**src/rtl/pc_fetch_unit.sv**
```systemverilog
// Instruction-fetch stage: PC register, req/ready fetch handshake and next-PC selection.
// Defining IFU_TIMEOUT_EN adds a fetch timeout counter, fetch_err flag and HALT state.
module pc_fetch_unit #(
    parameter logic [31:0] RESET_PC = 32'h0000_0000,
    parameter int unsigned TIMEOUT  = 16
) (
    input  logic        clk,
    input  logic        rst,
    output logic        inst_req,
    output logic [31:0] PC_out,
    input  logic        inst_ready,
    input  logic [31:0] inst_in,
    output logic [31:0] inst_out,
    output logic [5:0]  OPcode,
    output logic [5:0]  Fun,
    output logic        inst_valid,
    input  logic        stall,
    input  logic [1:0]  Branch,
    input  logic        zero,
    input  logic [31:0] rs_data,
    output logic [31:0] PC_plus4,
    output logic        fetch_err
);

`ifdef IFU_TIMEOUT_EN
    typedef enum logic [1:0] {S_FETCH, S_ISSUE, S_HALT} state_t;
    localparam int CNT_W = $clog2(TIMEOUT + 1);
    logic [CNT_W-1:0] r_cnt;
    logic             r_err;
    logic             w_timeout;
`else
    typedef enum logic {S_FETCH, S_ISSUE} state_t;
`endif

    state_t      r_state;
    state_t      w_state_nxt;
    logic [31:0] r_pc;
    logic [31:0] r_inst;
    logic [31:0] w_next_pc;
    logic [31:0] w_br_offset;
    logic        w_latch;
    logic        w_retire;

    assign PC_out      = r_pc;
    assign PC_plus4    = r_pc + 32'd4;
    assign inst_out    = r_inst;
    assign OPcode      = r_inst[31:26];
    assign Fun         = r_inst[5:0];
    assign w_br_offset = {{14{r_inst[15]}}, r_inst[15:0], 2'b00};

    always_comb begin
        unique case (Branch)
            2'b00:   w_next_pc = PC_plus4;
            2'b01:   w_next_pc = zero ? (PC_plus4 + w_br_offset) : PC_plus4;
            2'b10:   w_next_pc = {PC_plus4[31:28], r_inst[25:0], 2'b00};
            default: w_next_pc = rs_data;
        endcase
    end

    // NOTE: every output and strobe gets a default before the case so no latch is inferred.
    always_comb begin
        w_state_nxt = r_state;
        inst_req    = 1'b0;
        inst_valid  = 1'b0;
        w_latch     = 1'b0;
        w_retire    = 1'b0;
`ifdef IFU_TIMEOUT_EN
        w_timeout   = 1'b0;
`endif
        case (r_state)
            S_FETCH: begin
                inst_req = 1'b1;
                if (inst_ready) begin
                    w_latch     = 1'b1;
                    w_state_nxt = S_ISSUE;
                end
`ifdef IFU_TIMEOUT_EN
                // A ready arriving on the final counted cycle still wins over the timeout.
                else if (r_cnt == CNT_W'(TIMEOUT - 1)) begin
                    w_timeout   = 1'b1;
                    w_state_nxt = S_HALT;
                end
`endif
            end
            S_ISSUE: begin
                inst_valid = 1'b1;
                if (!stall) begin
                    w_retire    = 1'b1;
                    w_state_nxt = S_FETCH;
                end
            end
            default: w_state_nxt = r_state;
        endcase
    end

    // NOTE: sequential state uses non-blocking assignments so every register samples pre-edge values.
    always_ff @(posedge clk) begin
        if (rst) begin
            r_state <= S_FETCH;
            r_pc    <= RESET_PC;
            r_inst  <= '0;
        end else begin
            r_state <= w_state_nxt;
            if (w_latch)  r_inst <= inst_in;
            if (w_retire) r_pc   <= w_next_pc;
        end
    end

`ifdef IFU_TIMEOUT_EN
    // The counter sits at zero outside FETCH, so it starts clean on every FETCH entry.
    always_ff @(posedge clk) begin
        if (rst) begin
            r_cnt <= '0;
            r_err <= 1'b0;
        end else begin
            if (r_state != S_FETCH)
                r_cnt <= '0;
            else if (!inst_ready)
                r_cnt <= r_cnt + CNT_W'(1);
            if (w_timeout)
                r_err <= 1'b1;
        end
    end

    assign fetch_err = r_err;
`else
    assign fetch_err = 1'b0;
`endif

endmodule
```
**config.mk**
```make
export PLATFORM = sky130hd
export DESIGN_NAME = pc_fetch_unit
export DESIGN_NICKNAME = d
export VERILOG_FILES = /design/src/rtl/pc_fetch_unit.sv
export SDC_FILE = /design/constraint.sdc
export NUM_CORES = 1
export LEC_CHECK = 0
export ABC_AREA = 1
export CAP_MARGIN = 20
export CORE_MARGIN = 5
export CORE_UTILIZATION = 40
export DETAILED_ROUTE_END_ITERATION = 12
export HOLD_SLACK_MARGIN = 0.02
export PLACE_DENSITY = 0.74
export SLEW_MARGIN = 20
export SYNTH_ARGS = -nofsm -noshare
export SYNTH_HDL_FRONTEND = slang
export SYNTH_SLANG_ARGS = --single-unit
```
**constraint.sdc**
```tcl
create_clock -name clk -period 2.7 [get_ports clk]
set_input_delay 0.81 -clock clk [delete_from_list [all_inputs] [get_ports clk]]
set_output_delay 0.81 -clock clk [all_outputs]
set_load 0.005 [all_outputs]
```
==> flow_summary.yaml <==
logic_synthesis:
  synthDistinctLibCells: 45
  sequential_to_total_area_share_from_yosys_stat: 0.1949
  mappedNetlistNets: 1293
  ys_ff_latch: 65
  ys_warn_count: 0
  postSynthCellCount: 1186
  synth_async_sr_flop_share: 0
  syn_area_um2: 6676
  synth_top_flop_cell: "dfxtp_1"
  number_of_enable_flip_flop_cells_after_synthesis: 0
  synth.avg_cell_area_um2: 5.629
worst_setup_path:
  worst-endpoint-required_ns: 2.94
  crit_path_top_delay_cell: "dfxtp_4"
  rr_startpoint: "PC_out[2]"
  cp-start-kind: "flop"
  crit_fanout: 5
  r2r-end: "PC_out[27]"
  critPathLaunch: "PC_out[2]"
  critPathArrivalTime_ns: 3.21
  critical_path.max_stage_delay_ns: 0.38
  path_class: "reg -> reg"
  reg2regPathDepth: 23
  path_cells: "buf_6, inv_4, nor2_8, buf_12, nand2_8, inv_8, nand2_8, o21ai_4, nand2_4, buf_6, ha_4, nand2_4, buf_6, nor2_4, and2_4, and2_4, nand2_4, nand3_2, nand3_2, nand2_1, nand2_1, nand2_1, nand2_1"
  regToRegSetupSlack_ns: -0.27
  worstSetupEndpointType: "flop"
  cp_common_cell: "nand2_1"
  setup.worst_path.end: "PC_out[27]"
placement:
  place_hpwl_um: 25060
  preCtsSetupSlack_ns: -0.4890
  globalplace.congestion: 0.9874
  dp.cells: 1774
  dpl-instance-area_um2: 10320
  port-buffer-count: 180
clocking:
  cts_tree: "done"
  cts_root_buffer_type: "clkbuf_16"
  clk_pin_slew_ns: 0.07
  clk-insertion-delay-late_ns: 0.35
  cts_hold_buf: 0
  number_of_levels_in_the_clock_h_tree: 3
  cts_sinks: 65
  tritoncts.num_buffers: 9
  cts-root-to-sink-buffers: 2
timing:
  fin_worst_skew_ns: 0.01276
  hold_viol_final: 0
  post-route-min-period_ns: 2.968
  grt_setup_unrepaired: "yes"
  fin_ws_ns: -0.2681
  count_of_endpoints_failing_setup_in_the_final_report: 42
  hold_slack_final_ns: 0.4850
  maxClockFrequency_mhz: 336.9
  final_min_period_over_clock_period: 1.099
  maxSlewViolCount: 0
  finalSetupTns_ns: -5.664
cells_and_area:
  multi_input_area_um2: 6307
  finish.net_count: 1754
  post-route-util: 0.8146
  drive_above_1_share: 0.4564
  diode_insertion_count_for_antenna_repair: 0
  seqCellArea_um2: 1360
  fin_area_um2: 13410
  layout-area-overhead-vs-synth_pct: 100.9
  post_layout_nonfiller_instances: 1872
  fillerInstances: 1109
drt:
  overall_via_count_from_detail_route: 10081
  finalWirelength_um: 35800
  drt_first_pass_iters: 7
  drcViolationCount: 0
  final_antenna_net_count: 0
  detailedRoute.firstIterationViolations: 964
  routed_via_density: 5.385
  routed_wire_length_per_instance_um: 19.13
floorplan:
  std_cell_rows: 47
  placeableCoreArea_um2: 16470
  die_w_um: 139.2
  dieArea_um2: 19380
  fp.dieH_um: 139.2
  initial_core_utilization: 0.4055
  ios: 182
worst_hold_path:
  hold_path.class: "reg -> reg"
  hold_start: "PC_out[1]"
outcome:
  outcome: "complete, but fails checks"
  failed_checks: "setup timing"
grt:
  grt_remaining_overflow: 0
  pin_count_of_the_biggest_net_entering_global_routing: 40
  antenna_found_initial: 0
  grt_pass1_wl_um: 51810
  grt_pass1_vias: 9744
  track_usage: 0.3343
power:
  p_leak_nw: 6.570
  worst_ir_drop_vdd_mv: 0.4316
  power-per-cell-area_nw_per_um2: 296.0
  power_mw: 3.970
run:
  drv_cap: 0
==> worst min path at each step <==
stage	to	slack (ns)	depth (start not counted)
finish	PC_out[1]	0.49	2
global route	PC_out[1]	0.51	2
global placement	PC_out[0]	0.47	2
detailed placement	PC_out[1]	0.48	2
floorplan	inst_out[19]	0.46	2
CTS	PC_out[1]	0.49	2
==> where the power goes <==
part	total (mW)	switching [mW]	internal (mW)
Clock	1.35	0.509	0.838
Sequential	1.10	0.0902	1.01
Combinational	1.52	0.749	0.769
==> cell usage after synthesis (all sizes together) (2+ instances only) <==
cell type  count  share of area
clkinv         2         0.0011
o22ai          3         0.0028
o21bai         9          0.010
o21ai         93          0.070
clkbuf        23          0.013
nor3          14          0.015
buf           22          0.023
o211ai        14          0.016
a21oi         59          0.045
nand4         11          0.010
nand2        369           0.22
and2           3         0.0028
dfxtp         65           0.19
or2            2         0.0019
xnor2          4         0.0052
o221ai         2         0.0026
xor2          11          0.016
nand3         84          0.066
ha            35          0.066
inv          176          0.099
nor2         180           0.11
==> repair_timing <==
action / CTS / global route
resized for setup: 467 / 186
setup buffers: 64 / 27
endpoints found under the setup margin: 53 / 50
pin swaps: 123 / 118
==> worst max-delay path: cells and delay by family (launching register included) <==
family	cells	cell delay, ns
flip-flops	1	0.38
AND/OR/NAND/NOR	15	1.39
adder cells (fa/ha/maj)	1	0.29
buffers and inverters	6	0.63
AO/OA/AOI/OAI	1	0.17
==> metal layers <==
metal  GRT usage  share of wire  vias up
met4      0.1292          0.053        0
li1            -              -     4665
met5           0              0        -
met1      0.4018           0.39     4704
met2      0.5901           0.48      564
met3     0.06172          0.081      148
==> flip-flops by register name, summed over array words and instances (netlist names) <==
signal / flops
r_state: 1
inst_out: 32
PC_out: 32
==> cells by family (layout without fill, tap and decap cells) <==
logic type      Yosys count  after routing  share of synthesized area
simple gates            664            664                     0.4282
flops                    65             65                     0.1949
other cells               1              1                  0.0005617
compound gates          182            182                     0.1501
buf+inv                 223            689                     0.1368
xor+xnor                 15             15                    0.02080
fa+ha+maj                36             36                    0.06859
==> cell usage in the layout, fill, tap and decap left out, drive strengths merged, types with 4 or more instances in the layout <==
cell type,netlist,final
xnor2,4,4
buf,22,331
o21bai,9,9
nand3,84,84
ha,35,35
o211ai,14,14
inv,176,177
dfxtp,65,65
clkinv,2,4
nand4,11,11
nor2,180,180
dlygate4sd2,0,4
xor2,11,11
nor3,14,14
a21oi,59,59
clkdlybuf4s50,0,152
nand2,369,369
clkbuf,23,15
o21ai,93,93
==> final cells by class <==
class                           count  share of cell area
Multi-Input combinational cell    898              0.4702
Inverter                          178             0.05261
Clock inverter                      6            0.006716
Sequential cell                    65              0.1014
Tap cell                          220             0.02052
Clock buffer                       10             0.01782
Timing Repair Buffer              495              0.3307
(Power assumes the default switching activity.)
